$ cat src/rtl/flex_uart_pkg.sv
// Shared types, line constants and the parity helper for the buffered UART transmitter.
package flex_uart_pkg;

  typedef enum logic [2:0] {IDLE, START, DATA, PARITY, STOP} tx_state_e;

  localparam logic START_BIT     = 1'b0;
  localparam logic STOP_BIT      = 1'b1;
  localparam int   MIN_DATA_BITS = 5;
  localparam int   MAX_DATA_BITS = 9;

  // XOR over the low n bits; odd parity inverts the result.
  function automatic logic parity_calc(input logic [MAX_DATA_BITS-1:0] data,
                                       input logic [3:0]               n,
                                       input logic                     odd);
    logic p;
    p = 1'b0;
    for (int i = 0; i < MAX_DATA_BITS; i++)
      if (i < int'(n)) p = p ^ data[i];
    return p ^ odd;
  endfunction

endpackage

$ cat src/rtl/uart_tx_fifo.sv
// Synchronous word FIFO; power-of-two depth so pointers wrap naturally.
module uart_tx_fifo #(
  parameter int WIDTH = 8,
  parameter int DEPTH = 4
) (
  input  logic                     clk,
  input  logic                     rst_n,
  input  logic                     push_i,
  input  logic [WIDTH-1:0]         wdata_i,
  input  logic                     pop_i,
  output logic [WIDTH-1:0]         rdata_o,
  output logic                     full_o,
  output logic                     empty_o,
  output logic [$clog2(DEPTH):0]   count_o
);

  localparam int AW = $clog2(DEPTH);

  logic [WIDTH-1:0] mem_q [DEPTH];
  logic [AW-1:0]    wr_ptr_q, rd_ptr_q;
  logic [AW:0]      count_q;
  logic             do_push, do_pop;

  assign full_o  = (count_q == (AW+1)'(DEPTH));
  assign empty_o = (count_q == '0);
  assign count_o = count_q;
  assign rdata_o = mem_q[rd_ptr_q];

  assign do_push = push_i & ~full_o;
  assign do_pop  = pop_i  & ~empty_o;

  always_ff @(posedge clk or negedge rst_n) begin
    if (!rst_n) begin
      wr_ptr_q <= '0;
      rd_ptr_q <= '0;
      count_q  <= '0;
    end else begin
      if (do_push) wr_ptr_q <= wr_ptr_q + AW'(1);
      if (do_pop)  rd_ptr_q <= rd_ptr_q + AW'(1);
      case ({do_push, do_pop})
        2'b10:   count_q <= count_q + (AW+1)'(1);
        2'b01:   count_q <= count_q - (AW+1)'(1);
        default: count_q <= count_q;
      endcase
    end
  end

  always_ff @(posedge clk) begin
    if (do_push) mem_q[wr_ptr_q] <= wdata_i;
  end

endmodule

$ cat src/rtl/flex_uart_tx.sv
// Buffered UART framer: configurable data length, parity and stop bits, back-to-back frames.
module flex_uart_tx
  import flex_uart_pkg::*;
#(
  parameter int DATA_WIDTH = 8,
  parameter int OVERSAMPLE = 16,
  parameter int FIFO_DEPTH = 4
) (
  input  logic                          clk,
  input  logic                          rst_n,
  input  logic                          tx_data_valid,
  input  logic [DATA_WIDTH-1:0]         tx_data,
  output logic                          tx_data_ready,
  input  logic [3:0]                    cfg_data_bits,
  input  logic                          cfg_parity_en,
  input  logic                          cfg_parity_odd,
  input  logic                          cfg_stop2,
  output logic                          tx_serial_out,
  output logic                          tx_busy,
  output logic [$clog2(FIFO_DEPTH):0]   fifo_count
);

  localparam int             TW        = (OVERSAMPLE > 2) ? $clog2(OVERSAMPLE) : 1;
  localparam logic [TW-1:0]  TICK_LAST = TW'(OVERSAMPLE - 1);
  localparam logic [3:0]     DW4       = 4'(DATA_WIDTH);

  tx_state_e              state_q, state_d;
  logic [TW-1:0]          tick_q, tick_d;
  logic [3:0]             bit_q, bit_d;
  logic [3:0]             n_q, n_cfg;
  logic                   par_en_q, stop2_q, par_bit_q;
  logic [DATA_WIDTH-1:0]  shift_q;
  logic                   tx_q, tx_d;
  logic                   tick_last, pop;
  logic                   fifo_full, fifo_empty;
  logic [DATA_WIDTH-1:0]  fifo_rdata;

  uart_tx_fifo #(.WIDTH(DATA_WIDTH), .DEPTH(FIFO_DEPTH)) u_fifo (
    .clk     (clk),
    .rst_n   (rst_n),
    .push_i  (tx_data_valid),
    .wdata_i (tx_data),
    .pop_i   (pop),
    .rdata_o (fifo_rdata),
    .full_o  (fifo_full),
    .empty_o (fifo_empty),
    .count_o (fifo_count)
  );

  assign tx_data_ready = ~fifo_full;
  assign tick_last     = (tick_q == TICK_LAST);
  assign n_cfg = (cfg_data_bits < 4'(MIN_DATA_BITS) || cfg_data_bits > DW4) ? DW4 : cfg_data_bits;

  always_ff @(posedge clk or negedge rst_n) begin
    if (!rst_n) begin
      state_q <= IDLE;
      tick_q  <= '0;
      bit_q   <= '0;
      tx_q    <= STOP_BIT;
    end else begin
      state_q <= state_d;
      tick_q  <= tick_d;
      bit_q   <= bit_d;
      tx_q    <= tx_d;
    end
  end

  always_comb begin
    state_d = state_q;
    tick_d  = tick_last ? '0 : tick_q + TW'(1);
    bit_d   = bit_q;
    pop     = 1'b0;
    case (state_q)
      IDLE: begin
        tick_d = '0;
        if (!fifo_empty) begin
          state_d = START;
          pop     = 1'b1;
        end
      end
      START:  if (tick_last) state_d = DATA;
      DATA: if (tick_last) begin
        if (bit_q == n_q - 4'd1) state_d = par_en_q ? PARITY : STOP;
        else                     bit_d   = bit_q + 4'd1;
      end
      PARITY: if (tick_last) state_d = STOP;
      STOP: if (tick_last) begin
        if (!stop2_q || bit_q == 4'd1) begin
          // Chain straight into the next start bit when a word is waiting.
          if (!fifo_empty) begin
            state_d = START;
            pop     = 1'b1;
          end else begin
            state_d = IDLE;
          end
        end else begin
          bit_d = bit_q + 4'd1;
        end
      end
      default: state_d = IDLE;
    endcase
    if (state_d != state_q) begin
      tick_d = '0;
      bit_d  = '0;
    end
  end

  // Config and word are latched together on the pop that starts each frame.
  always_ff @(posedge clk or negedge rst_n) begin
    if (!rst_n) begin
      shift_q   <= '0;
      n_q       <= DW4;
      par_en_q  <= 1'b0;
      stop2_q   <= 1'b0;
      par_bit_q <= 1'b0;
    end else if (pop) begin
      shift_q   <= fifo_rdata;
      n_q       <= n_cfg;
      par_en_q  <= cfg_parity_en;
      stop2_q   <= cfg_stop2;
      par_bit_q <= parity_calc(MAX_DATA_BITS'(fifo_rdata), n_cfg, cfg_parity_odd);
    end else if (state_q == DATA && tick_last) begin
      shift_q   <= shift_q >> 1;
    end
  end

  always_comb begin
    tx_d = STOP_BIT;
    case (state_q)
      START:   tx_d = START_BIT;
      DATA:    tx_d = shift_q[0];
      PARITY:  tx_d = par_bit_q;
      default: tx_d = STOP_BIT;
    endcase
  end

  assign tx_serial_out = tx_q;
  assign tx_busy       = (state_q != IDLE) | ~fifo_empty;

endmodule

$ cat config.mk
export PLATFORM = sky130hd
export DESIGN_NAME = flex_uart_tx
export DESIGN_NICKNAME = d
export VERILOG_FILES = /design/src/rtl/flex_uart_pkg.sv /design/src/rtl/uart_tx_fifo.sv /design/src/rtl/flex_uart_tx.sv
export SDC_FILE = /design/constraint.sdc
export NUM_CORES = 1
export LEC_CHECK = 0
export CORE_UTILIZATION = 58
export CTS_BUF_LIST = sky130_fd_sc_hd__clkbuf_8 sky130_fd_sc_hd__clkbuf_16
export DETAILED_ROUTE_END_ITERATION = 10
export GPL_TIMING_DRIVEN = 0
export PLACE_DENSITY = 0.79
export SYNTH_ARGS = -nofsm -noshare
export SYNTH_HDL_FRONTEND = slang
export SYNTH_SLANG_ARGS = --single-unit
$ cat constraint.sdc
create_clock -name clk -period 3.54 [get_ports clk]
set_clock_uncertainty 0.1 [all_clocks]
set_input_delay 0.885 -clock clk [delete_from_list [all_inputs] [get_ports clk]]
set_output_delay 0.885 -clock clk [all_outputs]
set_load 0.02 [all_outputs]
==> impl_metrics.json, run 1 <==
{
  "cp.arrival_ns": 3.41,
  "drcViolationCount": 0,
  "slew_headroom_pct": 49.2,
  "ys_dominant_reg_cell": "edfxtp_1",
  "clkSinkCount": 66,
  "ir_worst_vdd_mv": 0.374,
  "power_density_nw_per_um2": 782,
  "worstHoldPathType": "reg2reg",
  "cts_buffer_depth": 2,
  "areaGrowthSynthToFinish_pct": 14.7,
  "final_antenna_net_count": 0,
  "min_from": "tick_q[0]",
  "wl_per_cell_um": 15.8,
  "netlist_top_cells_count": "32 x dfrtp_1, 32 x edfxtp_1, 24 x nand2_1",
  "fp.dieH_um": 76.0,
  "ys_types": 51,
  "startpoint": "tick_q[0]",
  "synth_area_leader_cell": "edfxtp_1",
  "die_x_um": 76.0,
  "cts_tree": "done",
  "synthCells": 246,
  "pin_count": 24,
  "cp_data_required_time_ns": 3.70,
  "dpl.hpwl_um": 3940,
  "synth_top_area_share_pct": 30.3,
  "synth_edf_count": 32,
  "dr.pass1.iters": 4,
  "core_area_um2": 5200,
  "dp_slack_ns": 0.308,
  "synth.avg_cell_area_um2": 12.9,
  "slew_viol_final": 0,
  "num_antenna_cells": 0,
  "worst_pin_slew_ns": 0.762,
  "die-area_um2": 5780,
  "timing.hold.ws_ns": 0.401,
  "wirelength_um": 5620,
  "synth_nets": 274,
  "initial_utilization_pct": 61.0,
  "cts.clk_slew.worst_paths_ns": 0.07,
  "ys_top_cells_by_area": "edfxtp_1 30%, dfrtp_1 25%, mux4_1 5.0%, xnor2_1 3.6%, ha_1 3.5%",
  "antenna_found_initial": 0,
  "clock.fmax_ghz": 0.308,
  "setup_violations": 0,
  "fin_cells": 355,
  "gp_congestion": 0.828,
  "portBuffers": 23,
  "finalInstanceArea_um2": 3640,
  "rr_startpoint": "tick_q[0]",
  "h-tree-depth": 3,
  "grt_pass1_vias": 2080,
  "cap_violations": 0,
  "fin_crit_sh_pct": 91.9,
  "endpoint": "u_fifo.count_o[2]",
  "fin_tns_setup_ns": 0,
  "first_iter_violations": 141,
  "startpoint_type": "flop",
  "gr-usage-all-layers_pct": 22.3,
  "setup_ws_ns": 0.288,
  "dp_cells": 339,
  "cts_buffers": 9,
  "worstPathMaxFanout": 10,
  "synth_area_um2": 3180,
  "cts_setup_buffers": 0,
  "status": "finished clean",
  "rr_worst_depth": 14,
  "leakage_uw": 0.00150,
  "avgViaCountPerCell": 5.55,
  "placed_area_um2": 3490,
  "end_kind": "flop",
  "final_nets": 308,
  "num_vias": 1971,
  "placementRows": 26,
  "seq_area_frac_synth_pct": 57.1,
  "grt_max_degree": 35,
  "grt_first_pass_wirelength_um": 9620,
  "r2r-end": "u_fifo.count_o[2]",
  "post_route_cells_drive_above_1_share_pct": 11.2,
  "synth_seq_cells": 66,
  "async_flop_share_pct": 51.5,
  "worstSkewPairLatency_ns": 0.34,
  "rsz0062_at_grt": "false",
  "path_class": "reg2reg",
  "overflow": 0,
  "hold_buffers": 0,
  "hold_violations": 0,
  "reg2reg_slack_ns": 0.29,
  "period_minus_slack_ns": 3.25,
  "yosysWarnings": 0,
  "cts_root_buf": "clkbuf_8"
}
cell usage in the layout (no fill, tap or decap), drive strengths merged, types with 2 or more instances in the layout:
master | netlist | final
o21ai | 16 | 16
a211oi | 2 | 2
mux2i | 7 | 7
nor2 | 15 | 15
mux4 | 8 | 8
o31ai | 2 | 2
xor2 | 8 | 8
a31oi | 2 | 2
buf | 4 | 5
clkinv | 0 | 6
o21a | 2 | 2
and3 | 6 | 6
a2111oi | 2 | 2
o211ai | 2 | 2
clkdlybuf4s50 | 0 | 22
nand3 | 6 | 6
clkbuf | 5 | 14
dfstp | 2 | 2
nand2 | 24 | 24
or3 | 2 | 2
dfrtp | 32 | 32
inv | 18 | 19
a21oi | 7 | 7
xnor2 | 14 | 14
nor3 | 4 | 4
ha | 9 | 9
edfxtp | 32 | 32
how the worst min path moves through the flow:
stage                endpoint  slack [ns]  depth (start not counted)
detailed placement  tick_q[0]        0.39                          1
floorplan           par_bit_q        0.36                          2
global route        tick_q[0]        0.43                          1
finish              tick_q[0]        0.40                          1
global placement    par_bit_q        0.37                          2
CTS                 tick_q[0]        0.40                          1
per-stage QoR:
step | total power [uW] | utilization [%]
after floorplan | 2060 | -
after global placement | 2300 | 67.1
after detailed placement | 2360 | 67.0
after CTS | 2860 | 69.9
after global routing | 3050 | 70.0
final | 2850 | 70.0
area by class of cell:
| type | instances | area [um2] |
|---|---|---|
| multi-input combinational | 153 | 1240 |
| inverter | 18 | 70.1 |
| buffer | 9 | 55.1 |
| fill | 385 | 1560 |
| clock inverter | 7 | 27.5 |
| clock buffer | 9 | 124 |
| tap | 70 | 87.6 |
| sequential | 66 | 1810 |
| timing repair buffer | 23 | 225 |
cells by family after synthesis:
logic type,synth area share [%]
xor gates and xnor gates,7.01
and+or+nand+nor,9.81
buffers and inverters,3.86
AOI/OAI and AO/OA,9.42
DFF,57.1
adders and majority gates,4.18
muxes,8.59
power by group:
group	internal, uW	switching (uW)	total (uW)
sequential	1060	142	1200
combinational	530	609	1140
clock	238	268	506
total	1830	1020	2850
worst max-delay path, cell delays in order (launching register included):
cell and delay [ns]:
dfrtp_1 0.39, ha_1 0.26, and3_1 0.17, clkbuf_1 0.24
o21ai_0 0.14, nand2_1 0.16, nand3_2 0.21, inv_4 0.18
buf_2 0.25, ha_1 0.21, inv_1 0.06, fa_1 0.37
xor2_1 0.15, nor2_1 0.11, xor2_1 0.16
timing repair:
action,CTS,global route
endpoints found under the hold margin,0,0
gates resized for setup,0,1
setup endpoints to repair,0,1
flip-flops by register name, summed over array words and instances (netlist names), 3 cells and up:
register        cells
state_q             3
bit_q               4
u_fifo.mem_q       32
tick_q              4
shift_q             8
u_fifo.count_o      3
n_q                 4
routing by layer:
metal / wire [um] / share of wire [%] / global-route usage, % / vias to the layer above
li1: - / - / - / 949
met1: 2400 / 43 / 25.8 / 952
met2: 2890 / 51 / 37.3 / 57
met3: 187 / 3.3 / 6.71 / 13
met4: 140 / 2.5 / 12.3 / 0
met5: 0 / 0 / 0 / -
Power figures use the tool's default switching activity.
==> run 2, diff against run 1 <==
--- a/config.mk
+++ b/config.mk
@@ -10,6 +10,7 @@
 export DETAILED_ROUTE_END_ITERATION = 10
 export GPL_TIMING_DRIVEN = 0
 export PLACE_DENSITY = 0.79
+export SKIP_LAST_GASP = 1
 export SYNTH_ARGS = -nofsm -noshare
 export SYNTH_HDL_FRONTEND = slang
 export SYNTH_SLANG_ARGS = --single-unit
==> results of run 2 <==
Final layout, timing and power as in run 1 (identical DEF).
==> run 3, diff against run 2 <==
--- a/config.mk
+++ b/config.mk
@@ -5,6 +5,7 @@
 export SDC_FILE = /design/constraint.sdc
 export NUM_CORES = 1
 export LEC_CHECK = 0
+export ABC_AREA = 0
 export CORE_UTILIZATION = 58
 export CTS_BUF_LIST = sky130_fd_sc_hd__clkbuf_8 sky130_fd_sc_hd__clkbuf_16
 export DETAILED_ROUTE_END_ITERATION = 10
==> results of run 3 <==
Final layout, timing and power as in run 1 (identical DEF).
